$ cat config.mk
export PLATFORM = sky130hd
export DESIGN_NAME = vx_dot8_arbiter
export DESIGN_NICKNAME = d
export VERILOG_FILES = /design/src/rtl/vx_dot8_arbiter.sv
export SDC_FILE = /design/constraint.sdc
export NUM_CORES = 1
export LEC_CHECK = 0
export ABC_AREA = 1
export CORE_AREA = 8 8 178 180
export DETAILED_ROUTE_END_ITERATION = 10
export DIE_AREA = 0 0 186 188
export GPL_ROUTABILITY_DRIVEN = 0
export HOLD_SLACK_MARGIN = 0.08
export PLACE_DENSITY_LB_ADDON = 0.08
export RECOVER_POWER = 100
export SLEW_MARGIN = 40
export SYNTH_ARGS = -nofsm -noshare
export SYNTH_HDL_FRONTEND = slang
export SYNTH_SLANG_ARGS = --single-unit
$ cat constraint.sdc
create_clock -name clk -period 3 [get_ports clk]
set_input_delay 0.3 -clock clk [delete_from_list [all_inputs] [get_ports clk]]
set_output_delay 0.3 -clock clk [all_outputs]
set_load 0.01 [all_outputs]
$ cat src/rtl/vx_dot8_arbiter.sv
// vx_dot8_arbiter: round-robin sharing of one fixed-latency DOT8 PE among NUM_REQS requesters,
// with a shadow owner/tag pipe and a registered, backpressured response channel.
module vx_dot8_arbiter #(
  parameter int NUM_REQS     = 4,
  parameter int DATA_WIDTH   = 64,
  parameter int RESULT_WIDTH = 32,
  parameter int TAG_WIDTH    = 8,
  parameter int LATENCY      = 2,
  parameter int IDX_WIDTH    = (NUM_REQS > 1) ? $clog2(NUM_REQS) : 1
) (
  input  logic                           clk,
  input  logic                           reset,
  input  logic [NUM_REQS-1:0]            req_valid,
  input  logic [NUM_REQS*DATA_WIDTH-1:0] req_data,
  input  logic [NUM_REQS*TAG_WIDTH-1:0]  req_tag,
  output logic [NUM_REQS-1:0]            req_ready,
  output logic                           pe_enable,
  output logic [DATA_WIDTH-1:0]          pe_data_in,
  input  logic [RESULT_WIDTH-1:0]        pe_data_out,
  output logic                           rsp_valid,
  output logic [RESULT_WIDTH-1:0]        rsp_data,
  output logic [TAG_WIDTH-1:0]           rsp_tag,
  output logic [IDX_WIDTH-1:0]           rsp_idx,
  input  logic                           rsp_ready,
  output logic                           idle,
  output logic [31:0]                    stall_count
);
  logic [IDX_WIDTH-1:0] ptr, winner, cand;
  logic                 grant;
  logic [LATENCY-1:0]   sh_valid;
  logic [IDX_WIDTH-1:0] sh_idx [LATENCY];
  logic [TAG_WIDTH-1:0] sh_tag [LATENCY];

  // A held response freezes the whole PE pipe; reset also holds it still.
  assign pe_enable = reset & (~rsp_valid | rsp_ready);
  assign idle      = ~rsp_valid & ~|sh_valid;

  // Scan downward so the candidate nearest ptr+1 is assigned last and wins.
  always_comb begin
    grant  = 1'b0;
    winner = '0;
    cand   = '0;
    for (int k = NUM_REQS; k >= 1; k--) begin
      cand = IDX_WIDTH'((int'(ptr) + k) % NUM_REQS);
      if (req_valid[cand]) begin
        grant  = pe_enable;
        winner = cand;
      end
    end
    req_ready  = grant ? NUM_REQS'(1) << winner : '0;
    pe_data_in = grant ? req_data[winner*DATA_WIDTH +: DATA_WIDTH] : '0;
  end

  always_ff @(posedge clk) begin
    if (!reset) begin
      ptr         <= IDX_WIDTH'(NUM_REQS - 1);
      sh_valid    <= '0;
      rsp_valid   <= 1'b0;
      rsp_data    <= '0;
      rsp_tag     <= '0;
      rsp_idx     <= '0;
      stall_count <= '0;
    end else begin
      if (grant)
        ptr <= winner;
      if (|req_valid && !grant && stall_count != '1)
        stall_count <= stall_count + 32'd1;
      if (pe_enable) begin
        sh_valid[0] <= grant;
        for (int k = 1; k < LATENCY; k++)
          sh_valid[k] <= sh_valid[k-1];
        rsp_valid <= sh_valid[LATENCY-1];
        if (sh_valid[LATENCY-1]) begin
          rsp_data <= pe_data_out;
          rsp_tag  <= sh_tag[LATENCY-1];
          rsp_idx  <= sh_idx[LATENCY-1];
        end
      end
    end
  end

  // Owner/tag payload needs no reset: it is only consumed behind sh_valid.
  always_ff @(posedge clk) begin
    if (pe_enable) begin
      sh_idx[0] <= winner;
      sh_tag[0] <= req_tag[winner*TAG_WIDTH +: TAG_WIDTH];
      for (int k = 1; k < LATENCY; k++) begin
        sh_idx[k] <= sh_idx[k-1];
        sh_tag[k] <= sh_tag[k-1];
      end
    end
  end
endmodule

==> flow_summary.json <==
{
  "path_cells": "clkdlybuf4s50_1 > inv_1 > nand2_1 > nand2_1 > a21oi_2 > inv_1 > nand3_2 > buf_6 > nand3_1 > nand2_1 > nand2_1 > a21oi_1 > clkdlybuf4s50_1",
  "place_area_sq_mm": 0.0129,
  "drt_wl_total_um": 39800,
  "fin_skew_ns": 0.00713,
  "die-height_um": 188,
  "clkLatencyLatePin_ns": 0.35,
  "cp_num_buf_inv": 5,
  "row_count": 63,
  "cp_top_family": "buffers and inverters",
  "antenna_found_initial": 15,
  "dp.cells": 2105,
  "tightestPinTransition_ns": 1.11,
  "hold_viol_final": 0,
  "wl_met2_um": 19700,
  "cp_max_fo": 10,
  "r2r_slack_ns": 0.28,
  "via_per_inst": 4.65,
  "reg2reg_depth": 11,
  "grt_setup_unrepaired": "yes",
  "yosysTopAreaCell": "nand2_1",
  "vias": 9950,
  "layout_common_cells": "582 x nand2_1, 327 x clkdlybuf4s50_1, 212 x nand3_1",
  "grt_usage_pct": 22.0,
  "ios": 472,
  "final_layout_size_suffix_gt1_share_pct": 6.22,
  "fin_crit_sh_pct": 103,
  "worst_setup_path_end_kind": "output port",
  "max_slew_margin_pct": 26.3,
  "max_cap_violations": 0,
  "irDropWorstVdd_uv": 562,
  "yosysWarningCount": 0,
  "hold_path.class": "input port to register",
  "yosysUniqueCellTypes": 33,
  "synthTopCellsByArea": "nand2_1 29%, dfxtp_1 21%, nand3_1 14%",
  "gr-total-overflow": 0,
  "synth_area_sq_mm": 0.00757,
  "layout_commonest_cell": "nand2_1",
  "crit_arrival_ns": 2.78,
  "finalSetupViolations": 1,
  "synth_nets": 1613,
  "ys_ff_latch": 99,
  "num-nets-final": 2059,
  "grt_max_degree": 53,
  "cts.htree.levels": 3,
  "cts_inserted_buffers": 9,
  "drt_iter0_drc": 438,
  "violations": "negative setup slack",
  "fmax_mhz": 325,
  "antenna_left": 0,
  "syn2layout_area_growth_pct": 72.7,
  "fin_crit_ns": 3.08,
  "min_from": "reset",
  "clock-root-buffer": "clkbuf_16",
  "start_util_pct": 26.1,
  "cp.required_ns": 2.70,
  "slew_violations": 0,
  "dr.pass1.iters": 5,
  "worstReg2RegEnd": "stall_count[2]",
  "cts_sinks": 99,
  "cts_tree": "yes",
  "syn-instance-count": 1285,
  "fin_area_sq_mm": 0.0131,
  "cpPeakStageDelay_ns": 0.59,
  "wl_met3_um": 3310,
  "power.leakage_uw": 0.00590,
  "crit_type": "input port to output port",
  "grt_pass1_wl_um": 59500,
  "die_x_um": 186,
  "fin_ws_ns": -0.0751,
  "yosysTopAreaCellShare_pct": 28.9,
  "slowest_stage": "clkdlybuf4s50_1",
  "path_common_cell": "nand2_1",
  "port_buffers": 471,
  "layout.cells.non_filler": 2138,
  "wl_per_cell_um": 18.6,
  "dp_hpwl_um": 30900,
  "rr_startpoint": "stall_count[0]",
  "cts.path.max_buffers": 2,
  "status": "finished, violations left",
  "wl_met1_um": 15900,
  "crit_path_start_kind": "input port",
  "die_area_sq_mm": 0.0350,
  "first_global_vias": 9922,
  "topRoutingLayerUsed": "met5",
  "syn_area_per_cell_sq_um": 5.89,
  "core_sq_mm": 0.0290,
  "worstHoldEndpoint": "sh_valid[1]",
  "whs_path_depth": 5,
  "drcViolationCount": 0,
  "synth-seq-area-share_pct": 28.8,
  "cts.clk_slew.worst_paths_ns": 0.07,
  "p_per_area_mw_per_mm2": 874
}
==> power by group <==
| part | internal, uW | leakage [uW] | switching, uW |
|---|---|---|---|
| Clock | 647 | 0.000141 | 510 |
| Combinational | 3480 | 0.00491 | 5130 |
| Sequential | 1600 | 0.000840 | 68.8 |
| Total | 5730 | 0.00590 | 5710 |
==> sequential cells by signal, indices dropped and copies added (netlist names) <==
register and count:
ptr 2, rsp_idx 2, sh_valid 2, rsp_tag 8, rsp_data 32, sh_tag 16, rsp_valid 1, sh_idx 4
stall_count 32
==> cell families (layout without fill, tap and decap cells) <==
logic type,after synthesis,count (layout),synth area share [%]
adder cells (fa/ha/maj),1,1,0.165
AO/OA/AOI/OAI,150,150,10.7
AND/OR/NAND/NOR,879,879,48.2
flip-flops,99,99,28.8
other,0,12,0
buffers and inverters,134,585,9.58
XOR/XNOR,22,22,2.54
==> stage by stage <==
step                util, %  setup TNS (ns)  setup slack (ns)  hold WS [ns]  power [uW]
global route           45.1           -2.96            -0.207         0.427       12500
CTS                    45.9          -0.657           -0.0688         0.421       12100
floorplan                 -               0             0.132         0.400        6850
global placement       44.5           -1.22           -0.0724         0.402       10700
detailed placement     44.5           -2.44           -0.0986         0.405       10600
finish                 45.1         -0.0751           -0.0751         0.414       11400
==> cell type report <==
type | count | area (sq um)
fillers | 3215 | 15900
repair buffers | 530 | 5250
multi-input cells | 1052 | 4680
flip-flops and latches | 99 | 2190
well taps | 390 | 488
clock buffers | 10 | 229
inverters | 39 | 149
clock inverters | 6 | 63.8
diodes | 12 | 30.0
==> cells in the mapped netlist, drive strengths merged <==
library cell,instances
o21ai,55
ha,1
inv,39
edfxtp,20
nor2,47
nand4,6
o22ai,1
and3,1
xor2,16
xnor2,6
nor4,2
nor3,19
nand2,590
nand3,214
a21oi,94
buf,71
clkbuf,24
dfxtp,79
==> tightest hold or removal path, stage by stage <==
cell and delay [ns]:
buf_2 0.10, inv_1 0.06, nor2_1 0.08, inv_1 0.10
o22ai_1 0.07
==> what timing repair did <==
action | 4_1_cts | 5_1_grt
gates resized for setup | 56 | 34
setup endpoints to repair | 68 | 30
gates cloned | 4 | 0
hold buffers | 0 | 0
buffers inserted | 1 | 0
==> worst max path at each step <==
stage                      start              to  slack (ns)  cells past startpoint
floorplan                  reset  pe_data_in[54]        0.13                      7
global route        req_valid[2]  pe_data_in[59]       -0.21                     13
detailed placement  req_valid[3]   pe_data_in[3]        -0.1                     16
finish              req_valid[0]  pe_data_in[59]       -0.08                     13
CTS                       ptr[0]  pe_data_in[47]       -0.07                     12
global placement    req_valid[2]  pe_data_in[37]       -0.07                     16
==> per-layer routing <==
| layer | global-route usage, % | vias to the layer above |
|---|---|---|
| met2 | 37.6 | 327 |
| met4 | 8.80 | 4 |
| met3 | 6.72 | 47 |
| li1 | - | 5082 |
| met1 | 25.0 | 4490 |
| met5 | 0 | - |
(Power assumes the default switching activity.)
